<file path="src/rtl/fl_hw_gen.sv">
// Pseudo-random FrameLink frame generator driven by a 32-bit Galois LFSR.
// A software model seeded identically reproduces every frame bit-exactly.
module fl_hw_gen #(
   parameter int DATA_WIDTH = 32
) (
   input  logic                  CLK,
   input  logic                  RESET,
   input  logic                  CFG_VALID,
   output logic                  CFG_READY,
   input  logic [31:0]           CFG_SEED,
   input  logic [15:0]           CFG_FRAMES,
   input  logic [7:0]            CFG_MIN_LEN,
   input  logic [7:0]            CFG_MAX_LEN,
   input  logic                  CTRL_STOP,
   output logic [DATA_WIDTH-1:0] TX_DATA,
   output logic                  TX_SOF_N,
   output logic                  TX_EOF_N,
   output logic                  TX_SRC_RDY_N,
   input  logic                  TX_DST_RDY_N,
   output logic                  DONE,
   output logic [15:0]           FRAME_CNT
);

   localparam logic [1:0]  ST_IDLE   = 2'd0;
   localparam logic [1:0]  ST_LEN    = 2'd1;
   localparam logic [1:0]  ST_DATA   = 2'd2;
   localparam logic [31:0] LFSR_TAPS = 32'h8020_0003;

   function automatic logic [31:0] lfsr_step(input logic [31:0] s);
      return (s >> 1) ^ (s[0] ? LFSR_TAPS : 32'd0);
   endfunction

   // span is never zero: the effective minimum is at least 1
   function automatic logic [7:0] draw_len(input logic [7:0] rnd,
                                           input logic [7:0] min_len,
                                           input logic [7:0] span);
      return min_len + (rnd % span);
   endfunction

   logic [1:0]            state;
   logic [1:0]            state_nxt;
   logic [31:0]           lfsr;
   logic [31:0]           lfsr_nxt;
   logic [7:0]            word_cnt;
   logic [7:0]            word_cnt_nxt;
   logic                  first_word;
   logic                  first_word_nxt;
   logic [7:0]            min_len;
   logic [7:0]            span;
   logic [15:0]           frames;
   logic                  stop_pend;
   logic [15:0]           frame_cnt;
   logic [15:0]           frame_cnt_inc;
   logic                  done;
   logic                  cfg_ready;
   logic [DATA_WIDTH-1:0] tx_data;
   logic                  tx_sof_n;
   logic                  tx_eof_n;
   logic                  tx_src_rdy_n;

   logic [31:0]           cfg_seed_eff;
   logic [7:0]            cfg_min_eff;
   logic [7:0]            cfg_max_eff;
   logic [7:0]            cfg_span;
   logic                  cfg_accept;
   logic                  tx_accept;
   logic                  eof_accept;
   logic                  run_end;

   assign cfg_seed_eff = (CFG_SEED == 32'd0) ? 32'd1 : CFG_SEED;
   assign cfg_min_eff  = (CFG_MIN_LEN == 8'd0) ? 8'd1 : CFG_MIN_LEN;
   assign cfg_max_eff  = (CFG_MAX_LEN < cfg_min_eff) ? cfg_min_eff : CFG_MAX_LEN;
   assign cfg_span     = cfg_max_eff - cfg_min_eff + 8'd1;

   assign cfg_accept    = CFG_VALID && cfg_ready;
   assign tx_accept     = !tx_src_rdy_n && !TX_DST_RDY_N;
   assign eof_accept    = tx_accept && (word_cnt == 8'd1);
   assign frame_cnt_inc = (frame_cnt == 16'hFFFF) ? frame_cnt : frame_cnt + 16'd1;
   // a stop arriving together with the final EOF still ends the run there
   assign run_end       = (frame_cnt_inc == frames) || stop_pend || CTRL_STOP;

   always_comb begin
      state_nxt      = state;
      lfsr_nxt       = lfsr;
      word_cnt_nxt   = word_cnt;
      first_word_nxt = first_word;
      case (state)
         ST_IDLE: begin
            if (cfg_accept) begin
               lfsr_nxt = cfg_seed_eff;
               if (CFG_FRAMES != 16'd0) state_nxt = ST_LEN;
            end
         end
         ST_LEN: begin
            word_cnt_nxt   = draw_len(lfsr[7:0], min_len, span);
            lfsr_nxt       = lfsr_step(lfsr);
            first_word_nxt = 1'b1;
            state_nxt      = ST_DATA;
         end
         ST_DATA: begin
            if (tx_accept) begin
               lfsr_nxt       = lfsr_step(lfsr);
               word_cnt_nxt   = word_cnt - 8'd1;
               first_word_nxt = 1'b0;
               if (word_cnt == 8'd1) state_nxt = run_end ? ST_IDLE : ST_LEN;
            end
         end
         default: state_nxt = ST_IDLE;
      endcase
   end

   // TX outputs are registered from the next-state view so that they line up
   // with the state register and hold automatically while the sink stalls.
   always_ff @(posedge CLK) begin
      if (RESET) begin
         state        <= ST_IDLE;
         lfsr         <= 32'd1;
         word_cnt     <= 8'd0;
         first_word   <= 1'b0;
         stop_pend    <= 1'b0;
         frame_cnt    <= 16'd0;
         done         <= 1'b0;
         cfg_ready    <= 1'b1;
         tx_data      <= '0;
         tx_sof_n     <= 1'b1;
         tx_eof_n     <= 1'b1;
         tx_src_rdy_n <= 1'b1;
      end else begin
         state        <= state_nxt;
         lfsr         <= lfsr_nxt;
         word_cnt     <= word_cnt_nxt;
         first_word   <= first_word_nxt;
         cfg_ready    <= (state_nxt == ST_IDLE);
         tx_src_rdy_n <= (state_nxt != ST_DATA);
         if (state_nxt == ST_DATA) begin
            tx_data  <= lfsr_nxt[DATA_WIDTH-1:0];
            tx_sof_n <= !first_word_nxt;
            tx_eof_n <= (word_cnt_nxt != 8'd1);
         end else begin
            tx_sof_n <= 1'b1;
            tx_eof_n <= 1'b1;
         end

         if (state_nxt == ST_IDLE) begin
            stop_pend <= 1'b0;
         end else if (CTRL_STOP && (state != ST_IDLE)) begin
            stop_pend <= 1'b1;
         end

         if (cfg_accept) begin
            frame_cnt <= 16'd0;
            done      <= (CFG_FRAMES == 16'd0);
         end else if (eof_accept) begin
            frame_cnt <= frame_cnt_inc;
            if (run_end) done <= 1'b1;
         end
      end
   end

   always_ff @(posedge CLK) begin
      if (cfg_accept) begin
         min_len <= cfg_min_eff;
         span    <= cfg_span;
         frames  <= CFG_FRAMES;
      end
   end

   assign CFG_READY    = cfg_ready;
   assign TX_DATA      = tx_data;
   assign TX_SOF_N     = tx_sof_n;
   assign TX_EOF_N     = tx_eof_n;
   assign TX_SRC_RDY_N = tx_src_rdy_n;
   assign DONE         = done;
   assign FRAME_CNT    = frame_cnt;

endmodule
</file>
<file path="config.mk">
export PLATFORM = sky130hd
export DESIGN_NAME = fl_hw_gen
export DESIGN_NICKNAME = d
export VERILOG_FILES = /design/src/rtl/fl_hw_gen.sv
export SDC_FILE = /design/constraint.sdc
export NUM_CORES = 1
export LEC_CHECK = 0
export BUFFER_PORTS_ARGS = -buffer_cell sky130_fd_sc_hd__buf_2
export CAP_MARGIN = 20
export CORE_ASPECT_RATIO = 1.5
export CORE_MARGIN = 4
export CORE_UTILIZATION = 59
export CTS_BUF_LIST = sky130_fd_sc_hd__clkbuf_4 sky130_fd_sc_hd__clkbuf_8 sky130_fd_sc_hd__clkbuf_16
export DETAILED_ROUTE_END_ITERATION = 8
export PLACE_DENSITY = 0.82
export SYNTH_ARGS = -nofsm -noshare
export SYNTH_HDL_FRONTEND = slang
export SYNTH_SLANG_ARGS = --single-unit
</file>
<file path="constraint.sdc">
create_clock -name CLK -period 17.6 [get_ports CLK]
set_input_delay 1.76 -clock CLK [delete_from_list [all_inputs] [get_ports CLK]]
set_output_delay 1.76 -clock CLK [all_outputs]
set_load 0.01 [all_outputs]
</file>
==> impl_metrics.py <==
metrics = {
    "critical_path": {
        "timing_worst_setup_path_type": "flip-flop to flip-flop",
        "crit_path_start": "span[6]$_DFFE_PP_",
        "slowest_delay_ns": 0.75,
        "reg2reg_depth": 60,
        "regToRegEndpoint": "TX_EOF_N$_SDFF_PP1_",
        "r2r_slack_ns": 1.79,
        "cp_num_cells": 60,
        "startpoint_type": "flip-flop",
        "cpMaxStageDelayCell": "nor4_1",
        "cp.required_ns": 17.89,
        "crit_end": "TX_EOF_N$_SDFF_PP1_",
        "r2r_start": "span[6]$_DFFE_PP_",
        "cp_max_fo": 10,
        "endpoint_kind": "flip-flop",
        "path_delay_family": "compound AO/OA/AOI/OAI gates",
        "crit_buf_inv": 5,
        "critPathArrivalTime_ns": 16.10,
        "cpMostUsedCell": "ha_1",
    },
    "synthesis": {
        "syn_nets": 1219,
        "synth_cells": 1075,
        "synth_top_family_by_area": "simple AND/OR/NAND/NOR gates",
        "synth-compound-area-share": 0.187,
        "ys.warnings.count": 0,
        "yosys.cell_count.top_type": "nor2_1",
        "seq_area_frac_synth": 0.327,
        "synth_fa_ha_area_frac": 0.108,
        "muxShareOfSynthArea": 0.0589,
        "synth_edf_count": 32,
        "yosys.area.top_type": "dfxtp_1",
        "synthFlopType": "dfxtp_1",
        "syn_avg_cell_area_sq_um": 8.26,
        "synthArstFlopShare": 0,
        "synth-simple-area-share": 0.214,
        "synth_xor_area_frac": 0.0552,
        "netlist_area_sq_um": 8880,
        "synth.ff_latch_count": 129,
        "netlist.area_leader.share": 0.219,
        "synth.distinct_cells": 72,
        "synth_common_cells": "nor2_1 (123), a21oi_1 (122), nand2_1 (104)",
        "synthTopCellsByArea": "dfxtp_1 (22%), edfxtp_1 (11%), ha_1 (10%)",
    },
    "placement": {
        "place.gp.congestion": 0.987,
        "placed_cells": 1342,
        "hpwl_mm": 17.2,
        "numPortBuffers": 121,
        "placed_area_sq_um": 9560,
    },
    "status": {
        "status": "complete, no violations",
    },
    "floorplan": {
        "dieArea_sq_um": 17100,
        "start_util": 0.606,
        "core_sq_um": 14700,
        "io_pins": 122,
        "die_w_microns": 108,
        "dieHeight_microns": 158,
        "rows": 54,
    },
    "clock_network": {
        "clock-root-buffer": "clkbuf_16",
        "htree_num_levels": 4,
        "cts_tree": "yes",
        "cts_hold_buffers": 0,
        "numCtsBuffers": 17,
        "clk_latency_ns": 0.43,
        "post-cts-setup-buffers": 0,
        "clkSinkCount": 129,
        "clk_pin_slew_ns": 0.05,
        "cts_resized": 0,
        "clockBufferDepth": 2,
    },
    "sta": {
        "slew_headroom": 0.297,
        "timing.final.crit_share": 0.898,
        "hold_viol": 0,
        "max_slew.worst_pin.slew_ns": 1.05,
        "finalCriticalPeriod_ns": 15.81,
        "rsz0062_at_grt": "false",
        "slew_violations": 0,
        "fmax_ghz": 0.0632,
        "totalNegativeSetupSlack_ns": 0,
        "finClkSkew_ns": 0.00741,
        "setup_viol": 0,
    },
    "power_and_ir_drop": {
        "p_leak_uw": 0.00449,
        "powerDensity_nw_per_um2": 128,
        "ir_drop_v": 0.0000631,
        "p_total_uw": 1300,
    },
    "detailed_routing": {
        "viasPerCell": 6.08,
        "drc": 0,
        "drt-initial-drc-count": 493,
        "vias": 8357,
        "wirelength_mm": 23.4,
        "dr.pass1.iters": 5,
        "route.detailed.wl_per_inst_microns": 17.0,
        "ant_nets": 0,
    },
    "flow_run": {
        "cap_viol_max_count": 0,
    },
    "final_layout": {
        "final_cells": 1375,
        "area_delta_synth_final_pct": 14.4,
        "drive_above_1_share": 0.175,
        "layout.nets": 1310,
        "final_util": 0.693,
        "multi_input_area_sq_um": 5540,
        "design_area_sq_um": 10200,
        "filler_cell_count": 1253,
        "diodes": 0,
        "seqCellArea_sq_um": 2900,
    },
    "grt": {
        "grt_usage": 0.271,
        "antenna_found_initial": 0,
        "first_global_vias": 7954,
        "grt_pass1_wl_mm": 37.1,
        "overflow": 0,
        "grt_max_degree": 61,
    },
    "worst_hold_path": {
        "hold_class": "flip-flop to flip-flop",
    },
}
==> worst reg2reg max path, delay by kind of cell (launching register included) <==
| family | cells | cell delay, ns |
|---|---|---|
| AOI/OAI and AO/OA | 29 | 7.19 |
| and+or+nand+nor | 12 | 3.37 |
| adders and majority gates | 9 | 2.73 |
| muxes | 4 | 1.28 |
| buffers and inverters | 5 | 0.58 |
| DFF | 1 | 0.43 |
| xor gates and xnor gates | 1 | 0.10 |
==> area by class of cell <==
class                      instances  area share
timing repair buffer             129      0.0655
multi-input combinational        832       0.545
clock buffer                      23      0.0480
clock inverter                     9      0.0102
tap                              196      0.0241
inverter                          57      0.0211
sequential                       129       0.286
==> worst min path at each step <==
stage / startpoint / end / slack, ns / cells after the start
4_1_cts: TX_DATA[3]$_SDFFE_PP0N_ / TX_DATA[3]$_SDFFE_PP0N_ / 0.46 / 1
5_1_grt: TX_DATA[3]$_SDFFE_PP0N_ / TX_DATA[3]$_SDFFE_PP0N_ / 0.48 / 1
6_report: TX_DATA[3]$_SDFFE_PP0N_ / TX_DATA[3]$_SDFFE_PP0N_ / 0.46 / 1
3_5_place_dp: TX_DATA[5]$_SDFFE_PP0N_ / TX_DATA[5]$_SDFFE_PP0N_ / 0.45 / 1
3_3_place_gp: TX_DATA[18]$_SDFFE_PP0N_ / TX_DATA[18]$_SDFFE_PP0N_ / 0.44 / 1
2_1_floorplan: first_word$_SDFF_PP0_ / first_word$_SDFF_PP0_ / 0.44 / 2
==> flip-flops by register name (all words and copies together), names as in the netlist <==
name and count:
TX_DATA 32, lfsr 32, FRAME_CNT 16, frames 16
min_len 8, span 8, word_cnt 8, state 2
CFG_READY 1, DONE 1, TX_EOF_N 1, TX_SOF_N 1
TX_SRC_RDY_N 1, first_word 1, stop_pend 1
==> metrics by stage <==
| stage | setup slack (ns) | hold slack (ns) |
|---|---|---|
| after CTS | 1.62 | 0.464 |
| after detailed placement | 1.69 | 0.445 |
| final | 1.79 | 0.460 |
| after global routing | 0.510 | 0.481 |
| after floorplan | 3.68 | 0.445 |
| after global placement | 2.20 | 0.444 |
==> report_power, final <==
| part | internal [uW] | total [uW] | leakage [uW] | switching [uW] |
|---|---|---|---|---|
| sequential | 350 | 383 | 0.00109 | 32.2 |
| combinational | 232 | 566 | 0.00309 | 334 |
| clock | 224 | 354 | 0.000298 | 130 |
==> layer usage <==
metal  GRT usage  wire, microns
met1       0.293           8790
met2       0.497          12300
met3      0.0507           1350
met4       0.140            931
met5           0              0
==> cell usage in the layout (no fill, tap or decap), drive strengths merged, types with 4 or more instances in the layout <==
| cell | n |
|---|---|
| a222oi | 4 |
| clkbuf | 23 |
| mux2 | 34 |
| edfxtp | 32 |
| mux2i | 14 |
| nand2 | 104 |
| ha | 72 |
| o21a | 10 |
| nand2b | 9 |
| xnor2 | 35 |
| a31oi | 10 |
| nand4 | 13 |
| a211oi | 6 |
| and3 | 4 |
| a21oi | 123 |
| buf | 129 |
| nor3 | 26 |
| o2bb2ai | 21 |
| xor2 | 21 |
| o22ai | 5 |
| nor2 | 123 |
| o21bai | 4 |
| nand3 | 25 |
| or4 | 5 |
| inv | 60 |
| nor2b | 16 |
| or3 | 11 |
| and2 | 9 |
| a311oi | 5 |
| nor4 | 22 |
| o21ai | 34 |
| or2 | 4 |
| a21o | 16 |
| dfxtp | 97 |
==> cells by family (layout without fill, tap and decap cells) <==
group	count (synthesis)	in the layout
and+or+nand+nor	388	388
buffers and inverters	114	218
muxes	48	48
adders and majority gates	75	75
AOI/OAI and AO/OA	265	265
xor gates and xnor gates	56	56
DFF	129	129
No activity file was read; power rests on OpenSTA's default activity.
